<file path="src/rtl/dx_hazard_latch.sv">
// dx_hazard_latch
//   D/X pipeline latch with hazard control. It sits between decode and
//   execute and provides irDX/pcDX to the bypass unit and the execute stage.
//   It inserts a one-cycle bubble on load-use hazards, holds the pipeline
//   while the multi-cycle mult/div unit runs, and squashes the D/X slot
//   when a taken branch/jump resolves in X.
//
// Parameters
//   MD_TIMEOUT  cycles allowed in MD_WAIT before a forced release (>= 2)
//   CNT_W       width of stall_count
//
// Optional feature
//   STALL_COUNT_EN  when defined, adds the stall_count output and a
//                   saturating counter of cycles with stallFD=1.
//
// Ports
//   clock       in   rising-edge clock
//   reset       in   synchronous, active-high reset
//   irFD        in   [31:0] instruction in the F/D latch
//   pcFD        in   [31:0] PC+1 of irFD
//   flush       in   taken branch/jump resolved in X this cycle
//   md_ready    in   mult/div result valid this cycle
//   irDX        out  [31:0] registered D/X instruction (0 = nop)
//   pcDX        out  [31:0] registered D/X PC
//   stallFD     out  combinational; 1 = hold PC and the F/D latch
//   md_start    out  registered 1-cycle pulse: start mult/div on irDX
//   md_busy     out  registered; 1 while waiting on mult/div
//   md_timeout  out  registered 1-cycle pulse on a forced MD_WAIT exit
//   stall_count out  [CNT_W-1:0] saturating stall count (STALL_COUNT_EN)

module dx_hazard_latch #(
  parameter int MD_TIMEOUT = 40,
  parameter int CNT_W      = 16
) (
  input  logic        clock,
  input  logic        reset,
  input  logic [31:0] irFD,
  input  logic [31:0] pcFD,
  input  logic        flush,
  input  logic        md_ready,
  output logic [31:0] irDX,
  output logic [31:0] pcDX,
  output logic        stallFD,
  output logic        md_start,
  output logic        md_busy,
  output logic        md_timeout
`ifdef STALL_COUNT_EN
  ,
  output logic [CNT_W-1:0] stall_count
`endif
);

  localparam int TIMER_W = $clog2(MD_TIMEOUT);

  localparam logic [4:0] OP_RTYPE = 5'b00000;
  localparam logic [4:0] OP_SW    = 5'b00111;
  localparam logic [4:0] OP_LW    = 5'b01000;
  localparam logic [4:0] ALU_MUL  = 5'b00110;
  localparam logic [4:0] ALU_DIV  = 5'b00111;

  typedef enum logic {
    IDLE,
    MD_WAIT
  } state_t;

  state_t             state_q, state_d;
  logic [TIMER_W-1:0] timer_q, timer_d;
  logic [31:0]        irDX_q, irDX_d;
  logic [31:0]        pcDX_q, pcDX_d;
  logic               mdStart_q, mdStart_d;
  logic               mdBusy_q, mdBusy_d;
  logic               mdTimeout_q, mdTimeout_d;

  logic [4:0] opFD, rsFD, rtFD, rdFD, aluFD;
  logic [4:0] opDX, rdDX;
  logic       loadUse;
  logic       fdIsMd;
  logic       toHit;
  logic       accept;

  assign opFD  = irFD[31:27];
  assign rdFD  = irFD[26:22];
  assign rsFD  = irFD[21:17];
  assign rtFD  = irFD[16:12];
  assign aluFD = irFD[6:2];
  assign opDX  = irDX_q[31:27];
  assign rdDX  = irDX_q[26:22];

  // Remaining instruction bits carry nothing this block decodes.
  logic unusedFdBits;
  assign unusedFdBits = ^{irFD[11:7], irFD[1:0]};

  // A load into $0 never produces a value, so it cannot create a hazard.
  // Stores read their data register from the rd field.
  assign loadUse = (opDX == OP_LW) && (rdDX != 5'd0) &&
                   ((rsFD == rdDX) ||
                    ((opFD == OP_RTYPE) && (rtFD == rdDX)) ||
                    ((opFD == OP_SW) && (rdFD == rdDX)));

  assign fdIsMd = (opFD == OP_RTYPE) && ((aluFD == ALU_MUL) || (aluFD == ALU_DIV));

  // Last permitted MD_WAIT cycle; the wait is released on this edge.
  assign toHit = (timer_q == TIMER_W'(MD_TIMEOUT - 1));

  // State register
  always_ff @(posedge clock) begin
    if (reset) begin
      state_q     <= IDLE;
      timer_q     <= '0;
      irDX_q      <= '0;
      pcDX_q      <= '0;
      mdStart_q   <= 1'b0;
      mdBusy_q    <= 1'b0;
      mdTimeout_q <= 1'b0;
    end else begin
      state_q     <= state_d;
      timer_q     <= timer_d;
      irDX_q      <= irDX_d;
      pcDX_q      <= pcDX_d;
      mdStart_q   <= mdStart_d;
      mdBusy_q    <= mdBusy_d;
      mdTimeout_q <= mdTimeout_d;
    end
  end

  // Next-state logic. 'accept' means irFD is taken into D/X this edge;
  // it is shared by the IDLE path and the MD_WAIT release path.
  always_comb begin
    state_d     = state_q;
    timer_d     = timer_q;
    irDX_d      = irDX_q;
    pcDX_d      = pcDX_q;
    mdStart_d   = 1'b0;
    mdBusy_d    = mdBusy_q;
    mdTimeout_d = 1'b0;
    accept      = 1'b0;

    case (state_q)
      IDLE: begin
        if (flush || loadUse) begin
          irDX_d = '0;
          pcDX_d = '0;
        end else begin
          accept = 1'b1;
        end
      end
      MD_WAIT: begin
        // Flush is ignored here: the branch in X cannot advance while
        // the pipeline is held.
        timer_d = timer_q + TIMER_W'(1);
        if (md_ready || toHit) begin
          accept      = 1'b1;
          mdTimeout_d = !md_ready;
        end
      end
      default: begin
        state_d = IDLE;
      end
    endcase

    if (accept) begin
      irDX_d = irFD;
      pcDX_d = pcFD;
      if (fdIsMd) begin
        state_d   = MD_WAIT;
        timer_d   = '0;
        mdStart_d = 1'b1;
        mdBusy_d  = 1'b1;
      end else begin
        state_d  = IDLE;
        mdBusy_d = 1'b0;
      end
    end
  end

  // Output logic
  always_comb begin
    stallFD = ((state_q == IDLE) && loadUse && !flush) ||
              ((state_q == MD_WAIT) && !md_ready && !toHit);
  end

  assign irDX       = irDX_q;
  assign pcDX       = pcDX_q;
  assign md_start   = mdStart_q;
  assign md_busy    = mdBusy_q;
  assign md_timeout = mdTimeout_q;

`ifdef STALL_COUNT_EN
  logic [CNT_W-1:0] stallCount_q;

  // Saturates instead of wrapping; only reset clears it.
  always_ff @(posedge clock) begin
    if (reset) begin
      stallCount_q <= '0;
    end else if (stallFD && (stallCount_q != {CNT_W{1'b1}})) begin
      stallCount_q <= stallCount_q + CNT_W'(1);
    end
  end

  assign stall_count = stallCount_q;
`else
  logic [CNT_W-1:0] unusedCountWidth;
  assign unusedCountWidth = '0;
`endif

endmodule
</file>
<file path="config.mk">
export PLATFORM = sky130hd
export DESIGN_NAME = dx_hazard_latch
export DESIGN_NICKNAME = d
export VERILOG_FILES = /design/src/rtl/dx_hazard_latch.sv
export SDC_FILE = /design/constraint.sdc
export NUM_CORES = 1
export LEC_CHECK = 0
export BUFFER_PORTS_ARGS = -buffer_cell sky130_fd_sc_hd__buf_2
export CAP_MARGIN = 20
export CELL_PAD_IN_SITES_DETAIL_PLACEMENT = 1
export CELL_PAD_IN_SITES_GLOBAL_PLACEMENT = 2
export CORE_ASPECT_RATIO = 1.25
export CORE_MARGIN = 2
export CORE_UTILIZATION = 31
export CTS_BUF_LIST = sky130_fd_sc_hd__clkbuf_4
export DETAILED_ROUTE_END_ITERATION = 8
export GPL_ROUTABILITY_DRIVEN = 0
export MAX_ROUTING_LAYER = met4
export PLACE_DENSITY_LB_ADDON = 0.1
export SYNTH_ARGS = -nofsm -noshare
export SYNTH_HDL_FRONTEND = slang
export SYNTH_SLANG_ARGS = --single-unit
export TNS_END_PERCENT = 1
</file>
<file path="constraint.sdc">
create_clock -name clock -period 5.1 [get_ports clock]
set_clock_uncertainty 0.1 [all_clocks]
set_input_delay 0.51 -clock clock [delete_from_list [all_inputs] [get_ports clock]]
set_output_delay 0.51 -clock clock [all_outputs]
set_load 0.03 [all_outputs]
</file>
==> results.sh, run 1 <==
export IMPL_yosysSeqAreaShare_pct=51.5
export IMPL_combPwrFrac_pct=17.4
export IMPL_routed_wl_um=8250
export IMPL_drv_slew=0
export IMPL_die_y_um=111
export IMPL_synth_edf_count=0
export IMPL_drc=0
export IMPL_grt_pass1_wl_um=12900
export IMPL_synthTopCellsByArea="dfxtp_1, a32o_2, xnor2_1"
export IMPL_multi_input_area_sq_mm=0.00125
export IMPL_synth_commonest_cells="dfxtp_1, a32o_2, clkbuf_1, xnor2_1, xor2_1"
export IMPL_arrival_ps=2230
export IMPL_busiest_layer="met2"
export IMPL_clk_path_buf_depth=2
export IMPL_syn_cell_area_sq_mm=0.00284
export IMPL_cts_tree="done"
export IMPL_ctsResizeCount=0
export IMPL_grt_overflow=0
export IMPL_postCtsSetupRepairBufs=0
export IMPL_synthCells=228
export IMPL_avgSynthCellArea_sq_um=12.4
export IMPL_critPathKind="reg2out"
export IMPL_grtUsageTotal_pct=17.3
export IMPL_drive_above_1_share_pct=62.5
export IMPL_layout_setup_ws_ps=2260
export IMPL_yosysMostFrequentCell="dfxtp_1"
export IMPL_port_buffers=135
export IMPL_min_period_over_period_pct=55.8
export IMPL_die_w_um=89.6
export IMPL_syn_num_nets=297
export IMPL_grt_start_max_net_pins=63
export IMPL_grt_pass1_vias=2540
export IMPL_cts_sinks=73
export IMPL_ys_warn_count=0
export IMPL_cp_data_required_time_ps=4490
export IMPL_finalHoldViolations=0
export IMPL_ctsHoldBuffers=0
export IMPL_p_sw_uw=356
export IMPL_sw_frac_of_total_pct=31.4
export IMPL_hp_class="in2reg"
export IMPL_p_total_uw=1130
export IMPL_nFillCells=1061
export IMPL_max_freq_ghz=0.352
export IMPL_post_place_ws_ps=2310
export IMPL_clk_latency_ps=430
export IMPL_worst_pin_slew_ps=944
export IMPL_synthToLayoutAreaGrowth_pct=29.7
export IMPL_synth_main_ff_cell="dfxtp_1"
export IMPL_hp_start="pcFD[20]"
export IMPL_cp_start_kind="flip-flop"
export IMPL_rsz0062_at_grt="no"
export IMPL_synthArstFlopShare_pct=0
export IMPL_ant_nets=0
export IMPL_antennaDiodeCount=0
export IMPL_synth_top_area_share_pct=51.5
export IMPL_status="complete, no violations"
export IMPL_seq_area_sq_mm=0.00146
export IMPL_pwr_share_seq_pct=54.6
export IMPL_crit_reg2reg_launch="timer_q[0]$_SDFF_PP0_"
export IMPL_ios=136
export IMPL_end_kind="output port"
export IMPL_grtUsageMet3_pct=4.84
export IMPL_via_per_inst=5.11
export IMPL_max_slew_margin_pct=36.9
export IMPL_p_clk_share_pct=28.0
export IMPL_antenna_found_initial=0
export IMPL_grt_util_met2_pct=26.0
export IMPL_ir_drop_mv=0.148
export IMPL_crit_start="irDX[22]$_SDFFE_PP0P_"
export IMPL_core_sq_mm=0.00903
export IMPL_finalSetupTns_ps=0
export IMPL_ys_ff_latch=73
export IMPL_avgRoutedWirePerCell_um=17.1
export IMPL_p_leak_uw=0.00191
export IMPL_cts_max_level=3
export IMPL_cap_violations=0
export IMPL_die_area_sq_mm=0.00994
export IMPL_initial_utilization_pct=31.4
export IMPL_cell_internal_pwr_uw=777
export IMPL_power_density_mw_per_mm2=308
export IMPL_yosysUniqueCellTypes=34
export IMPL_path_clk_slew_ps=130
export IMPL_cp_max_fo=6
export IMPL_firstDrtPassIters=4
export IMPL_yosysTopAreaCell="dfxtp_1"
export IMPL_fin_crit_ps=2840
export IMPL_cts_buffers=9
export IMPL_setup_viol=0
export IMPL_vias=2469
export IMPL_cts_root_buf="clkbuf_4"
export IMPL_grt_use_met1_pct=22.3
export IMPL_post_dp_hpwl_um=5650
export IMPL_rows=39
export IMPL_layout_nets=424
export IMPL_drt_iter0_markers=101
layer usage:
metal / vias up / part of all wire (%) / routed length, um
met4: 0 / 1.5 / 125
met1: 1202 / 45 / 3720
met2: 82 / 48 / 3960
met3: 11 / 5.4 / 445
li1: 1174 / - / -
met5: - / 0 / 0
power groups by stage:
| stage | Combinational [uW] | Clock [uW] | Sequential (uW) |
|---|---|---|---|
| 2_1_floorplan | 73.8 | 0 | 687 |
| 3_3_place_gp | 198 | 0 | 630 |
| 3_5_place_dp | 199 | 0 | 631 |
| 4_1_cts | 200 | 337 | 619 |
| 5_1_grt | 210 | 365 | 623 |
| 6_report | 197 | 318 | 618 |
cell families after synthesis:
group | synth area share [%]
flops | 51.5
mux | 0.353
simple gates | 7.23
buf+inv | 5.12
xor+xnor | 6.17
compound gates | 29.2
fa+ha+maj | 0.441
area by class of cell:
| type | instances | share of cell area (%) |
|---|---|---|
| Timing Repair Buffer | 138 | 19.0 |
| Inverter | 2 | 0.204 |
| Sequential cell | 73 | 39.7 |
| Clock inverter | 7 | 1.26 |
| Tap cell | 123 | 4.18 |
| Multi-Input combinational cell | 131 | 33.9 |
| Clock buffer | 9 | 1.84 |
registers in the layout, indices dropped and copies added, names as in the netlist:
register,cells
pcDX,32
irDX,32
timer_q,6
md_timeout,1
md_busy,1
md_start,1
worst max-delay path: stages (launching register included):
cell	delay (ps)
dfxtp_1	500
xnor2_1	160
nand4_1	110
nor3_1	460
nor3_1	90
o31ai_1	250
buf_2	240
per-stage QoR:
stage | area, sq um | instances | util, % | hold WS [ps]
after global routing | 3680 | 483 | 40.8 | 160
after CTS | 3680 | 483 | 40.8 | 172
after global placement | 3570 | 467 | 39.5 | 347
final | 3680 | 483 | 40.8 | 208
after detailed placement | 3570 | 467 | 39.5 | 354
after floorplan | 2840 | 228 | - | 436
cell usage in the layout (no fill, tap or decap), drive strengths merged, types with 2 or more instances in the layout:
cell type,netlist,layout
xor2,9,9
nor3,5,5
a211oi,6,6
buf,9,138
nor2,6,6
dfxtp,73,73
clkinvlp,0,2
nand3,3,3
clkbuf,13,9
clkinv,0,4
nand2,4,4
inv,2,3
nor4b,2,2
a32o,64,64
xnor2,11,11
nand4,4,4
final timing paths:
| check | end | slack [ps] | cells past startpoint |
|---|---|---|---|
| setup / recovery | stallFD | 2260 | 6 |
| hold / removal | pcDX[20]$_SDFFE_PP0P_ | 210 | 2 |
| setup reg to reg | pcDX[10]$_SDFFE_PP0P_ | 2300 | 7 |
| hold reg to reg | irDX[14]$_SDFFE_PP0P_ | 380 | 1 |
Power figures use the tool's default switching activity.
==> run 2, diff against run 1 <==
CORE_UTILIZATION = 26   (was 31)
clock period = 2.5 ns   (was 5.1 ns; I/O delays follow)
==> run 2 against run 1 <==
Compared with the run above:
- flip-flop and latch count did not move
- combinational power rose to 2.6 times the previous value
- highest routed layer unchanged
- setup slack got worse by 2100 ps
- clock-buffer cell count rose by 1
- cell area rose by 23%
- critical path depth rose by 2
==> results.sh, run 2 (synthesis gave the netlist of run 1 again) <==
export IMPL_crit_family="buffers and inverters"
export IMPL_hold_depth=2
export IMPL_hp_class="in2reg"
export IMPL_synthToLayoutAreaGrowth_pct=59.9
export IMPL_worst_path_buf_inv=3
export IMPL_slowest_stage="dlygate4sd3_1"
export IMPL_final_cell_mix="buf_2, dfxtp_1, dlygate4sd3_1"
export IMPL_max_slew_margin_pct=70.1
export IMPL_grtUsageTotal_pct=16.5
export IMPL_core_sq_mm=0.0106
export IMPL_reg2regPathDepth=6
export IMPL_routed_wl_um=9370
export IMPL_fin_util_pct=42.7
export IMPL_die_w_um=97.4
export IMPL_grt_start_max_net_pins=51
export IMPL_cp_cell_sequence="dlygate4sd3_1 > buf_2 > xnor2_2 > nand4_1 > nor4_4 > nor3_2 > o31ai_2 > buf_4"
export IMPL_grt_overflow=0
export IMPL_power_density_mw_per_mm2=575
export IMPL_hp_start="reset"
export IMPL_p_leak_uw=0.00228
export IMPL_grt_pass1_wl_um=15000
export IMPL_post_dp_hpwl_um=6110
export IMPL_nFillCells=1207
export IMPL_cts_tree="done"
export IMPL_cts_sinks=73
export IMPL_fin_crit_ps=2390
export IMPL_cts_max_level=3
export IMPL_rows=42
export IMPL_cts_root_buf="clkbuf_4"
export IMPL_rrSetupSlack_ps=320
export IMPL_die_y_um=121
export IMPL_end_kind="output port"
export IMPL_antenna_found_initial=1
export IMPL_min_period_over_period_pct=95.6
export IMPL_drive_above_1_share_pct=55.9
export IMPL_cap_violations=0
export IMPL_ios=136
export IMPL_drc=0
export IMPL_initial_utilization_pct=26.7
export IMPL_avgRoutedWirePerCell_um=16.6
export IMPL_firstDrtPassIters=4
export IMPL_vias=2768
export IMPL_placed_cell_area_sq_mm=0.00366
export IMPL_drt_iter0_markers=96
export IMPL_cp_data_required_time_ps=2150
export IMPL_cp_max_fo=3
export IMPL_status="complete, no violations"
export IMPL_arrival_ps=2040
export IMPL_path_clk_slew_ps=110
export IMPL_post_place_cells=481
export IMPL_stdcell_area_sq_mm=0.00454
export IMPL_crit_reg2reg_launch="irDX[23]$_SDFFE_PP0P_"
export IMPL_layout_nets=496
export IMPL_layout_cells_non_filler=564
export IMPL_die_area_sq_mm=0.0118
export IMPL_via_per_inst=4.91
export IMPL_r2r_end="irDX[26]$_SDFFE_PP0P_"
export IMPL_setup_viol=0
export IMPL_port_buffers=135
export IMPL_holdPathEnd="timer_q[0]$_SDFF_PP0_"
export IMPL_slowest_delay_ps=520
export IMPL_ir_drop_mv=0.254
export IMPL_clk_latency_ps=410
export IMPL_layout_commonest_cell="buf_2"
export IMPL_cp_start_kind="primary input"
export IMPL_max_freq_ghz=0.418
export IMPL_cts_buffers=9
export IMPL_drv_slew=0
export IMPL_grt_pass1_vias=2955
export IMPL_worst_pin_slew_ps=447
export IMPL_ant_nets=0
export IMPL_finalHoldViolations=0
export IMPL_clk_path_buf_depth=2
export IMPL_critPathKind="in2out"
run 2: changes by cell type in the layout (fill, tap and decap cells not counted), sizes merged:
cell,delta
diode,+1
clkbuf,+1
dlygate4sd3,+65
buf,+7
inv,-1
bufinv,+2
clkinvlp,-1
clkinv,-2
run 2: final cells by class:
class,instances,area (sq um),area share [%]
Tap cell,132,165,3.64
Inverter,2,7.51,0.165
Sequential cell,73,1470,32.3
Antenna cell,1,2.50,0.0552
Clock buffer,10,75.1,1.65
Timing Repair Buffer,210,1440,31.8
Clock inverter,5,81.3,1.79
Multi-Input combinational cell,131,1300,28.6
run 2: routing by layer:
metal / vias up / global-route usage (%) / routed length [um] / part of all wire (%)
met2: 72 / 27.8 / 4770 / 51
met1: 1366 / 19.3 / 4070 / 43
met4: 0 / 4.95 / 99 / 1.1
li1: 1322 / - / - / -
met5: - / - / 0 / 0
met3: 8 / 4.39 / 436 / 4.7
run 2: what timing repair did:
action,4_1_cts,5_1_grt
resized for setup,4,9
pin swaps,0,6
gates cloned,0,0
endpoints found under the hold margin,65,0
setup endpoints to repair,1,1
hold buffers,65,0
setup buffers,0,2
run 2: how the worst max path moves through the flow:
| stage | endpoint | cells past startpoint | start |
|---|---|---|---|
| after floorplan | stallFD | 6 | irDX[22]$_SDFFE_PP0P_ |
| after global placement | stallFD | 6 | irDX[26]$_SDFFE_PP0P_ |
| after detailed placement | irDX[12]$_SDFFE_PP0P_ | 6 | irDX[23]$_SDFFE_PP0P_ |
| after CTS | stallFD | 6 | irDX[22]$_SDFFE_PP0P_ |
| after global routing | stallFD | 8 | irFD[26] |
| final | stallFD | 8 | irFD[12] |
run 2: power breakdown:
part	total (uW)	switching (uW)	internal [uW]
logic	507	269	237
clock network	841	429	412
registers	1260	38.4	1220
total	2610	737	1870
run 2: per-stage QoR:
step	hold WS, ps	TNS [ps]	worst slack (ps)	power, uW
global placement	348	0	346	1710
finish	122	0	110	2610
CTS	81.0	0	0.414	2660
detailed placement	354	0	328	1710
global route	79.0	-16.3	-16.3	2750
floorplan	309	0	210	1550
==> run 3, diff against run 2 <==
HOLD_SLACK_MARGIN = 0.15   (was not set)
==> run 3 against run 2 <==
Compared with the run above:
- largest power group unchanged
- setup slack lost 100 ps
- maximum frequency shrank 4.2%
- first-iteration DRC count grew 3.1%
==> results.sh, run 3 (synthesis gave the netlist of run 1 again) <==
export IMPL_grt_pass1_vias=2975
export IMPL_p_total_uw=2610
export IMPL_core_sq_mm=0.0106
export IMPL_grtUsageTotal_pct=16.6
export IMPL_grt_start_max_net_pins=51
export IMPL_status="complete, no violations"
export IMPL_pwr_share_seq_pct=48.2
export IMPL_cts_root_buf="clkbuf_4"
export IMPL_post_dp_hpwl_um=6110
export IMPL_rows=42
export IMPL_grt_pass1_wl_um=15100
export IMPL_p_sw_uw=743
export IMPL_power_density_mw_per_mm2=576
export IMPL_firstDrtPassIters=4
export IMPL_ios=136
export IMPL_die_w_um=97.4
export IMPL_port_buffers=135
export IMPL_layout_nets=498
export IMPL_path_clk_slew_ps=110
export IMPL_cts_tree="done"
export IMPL_whs_ps=260
export IMPL_critPathKind="in2out"
export IMPL_p_clk_share_pct=32.4
export IMPL_routed_wl_um=9330
export IMPL_max_slew_margin_pct=71.7
export IMPL_cp_start_kind="primary input"
export IMPL_slowest_stage="dlygate4sd3_1"
export IMPL_finalHoldViolations=0
export IMPL_hp_class="in2reg"
export IMPL_clk_path_buf_depth=2
export IMPL_die_y_um=121
export IMPL_combPwrFrac_pct=19.4
export IMPL_end_kind="output port"
export IMPL_die_area_sq_mm=0.0118
export IMPL_path_common_cell="buf_2"
export IMPL_synthToLayoutAreaGrowth_pct=59.9
export IMPL_cp_max_fo=3
export IMPL_ir_drop_mv=0.255
export IMPL_min_period_over_period_pct=99.8
export IMPL_clk_latency_ps=420
export IMPL_final_cell_mix="buf_2, dfxtp_1, dlygate4sd3_1"
export IMPL_cts_buffers=9
export IMPL_avgRoutedWirePerCell_um=16.5
export IMPL_cp_data_required_time_ps=2150
export IMPL_cp_cell_sequence="dlygate4sd3_1 > buf_2 > xnor2_1 > nand4_1 > nor3_4 > nor3_1 > o31ai_2 > buf_2"
export IMPL_crit_family="buffers and inverters"
export IMPL_post_place_ws_ps=328
export IMPL_antenna_found_initial=1
export IMPL_p_leak_uw=0.00228
export IMPL_layout_cells_non_filler=566
export IMPL_setup_viol=0
export IMPL_max_freq_ghz=0.401
export IMPL_layout_commonest_cell="buf_2"
export IMPL_stdcell_area_sq_mm=0.00454
export IMPL_drc=0
export IMPL_initial_utilization_pct=26.7
export IMPL_post_place_cells=481
export IMPL_worst_path_buf_inv=3
export IMPL_ant_nets=0
export IMPL_cts_sinks=73
export IMPL_placed_cell_area_sq_mm=0.00366
export IMPL_drive_above_1_share_pct=54.0
export IMPL_grt_overflow=0
export IMPL_via_per_inst=4.83
export IMPL_vias=2735
export IMPL_cap_violations=0
export IMPL_layout_setup_ws_ps=5.22
export IMPL_rsz0062_at_grt="yes"
export IMPL_worst_pin_slew_ps=418
export IMPL_drv_slew=0
export IMPL_slowest_delay_ps=540
export IMPL_cell_internal_pwr_uw=1870
export IMPL_cts_max_level=3
export IMPL_sw_frac_of_total_pct=28.4
export IMPL_arrival_ps=2140
export IMPL_fin_crit_ps=2490
export IMPL_drt_iter0_markers=99
## run 3: cell count changes in the layout (fill, tap and decap cells not counted), sizes merged
cell         delta
buf             -2
dlygate4sd3     +4
## run 3: area by class of cell
cell class,count,area [sq um]
Fill cell,1209,6080
Multi-Input combinational cell,131,1280
Antenna cell,1,2.50
Sequential cell,73,1460
Clock buffer,10,75.1
Timing Repair Buffer,212,1460
Clock inverter,5,81.3
Tap cell,132,165
Inverter,2,7.51
## run 3: stage by stage
stage          TNS [ps]  util (%)
6_report              0      42.8
5_1_grt            -134      42.8
4_1_cts               0      42.6
3_5_place_dp          0      34.5
3_3_place_gp          0      34.5
2_1_floorplan         0         -
## run 3: layer usage
metal	share of wire, %	vias to the layer above	GRT usage [%]
met3	4.5	7	4.39
met5	0	-	-
met2	50	68	27.9
met1	44	1334	19.4
li1	-	1326	-
met4	1.0	0	4.95
## run 3: power groups by stage
| stage | clock network [uW] | registers (uW) | logic [uW] |
|---|---|---|---|
| after floorplan | 0 | 1400 | 151 |
| after global placement | 0 | 1290 | 421 |
| after detailed placement | 0 | 1290 | 423 |
| after CTS | 891 | 1260 | 509 |
| after global routing | 934 | 1270 | 541 |
| final | 848 | 1260 | 506 |
## run 3: final timing paths
check / startpoint / to / slack [ps] / depth (start not counted)
min: flush / md_busy$_SDFFE_PP0N_ / 260 / 4
max reg2reg: irDX[23]$_SDFFE_PP0P_ / irDX[26]$_SDFFE_PP0P_ / 310 / 6
max: irFD[26] / stallFD / 5 / 8
min reg2reg: pcDX[24]$_SDFFE_PP0P_ / pcDX[24]$_SDFFE_PP0P_ / 380 / 1
## run 3: what timing repair did
| item | 4_1_cts | 5_1_grt |
|---|---|---|
| hold buffers | 69 | 0 |
| endpoints found under the setup margin | 1 | 7 |
| hold endpoints to repair | 73 | 0 |
| gates resized for setup | 4 | 2 |
| setup buffers | 0 | 0 |
## run 3: worst register-to-register path, delay by kind of cell (launching register included)
family / cells / cell delay (ps)
AO/OA/AOI/OAI: 4 / 750
AND/OR/NAND/NOR: 1 / 550
flip-flops: 1 / 390
buffers and inverters: 1 / 340
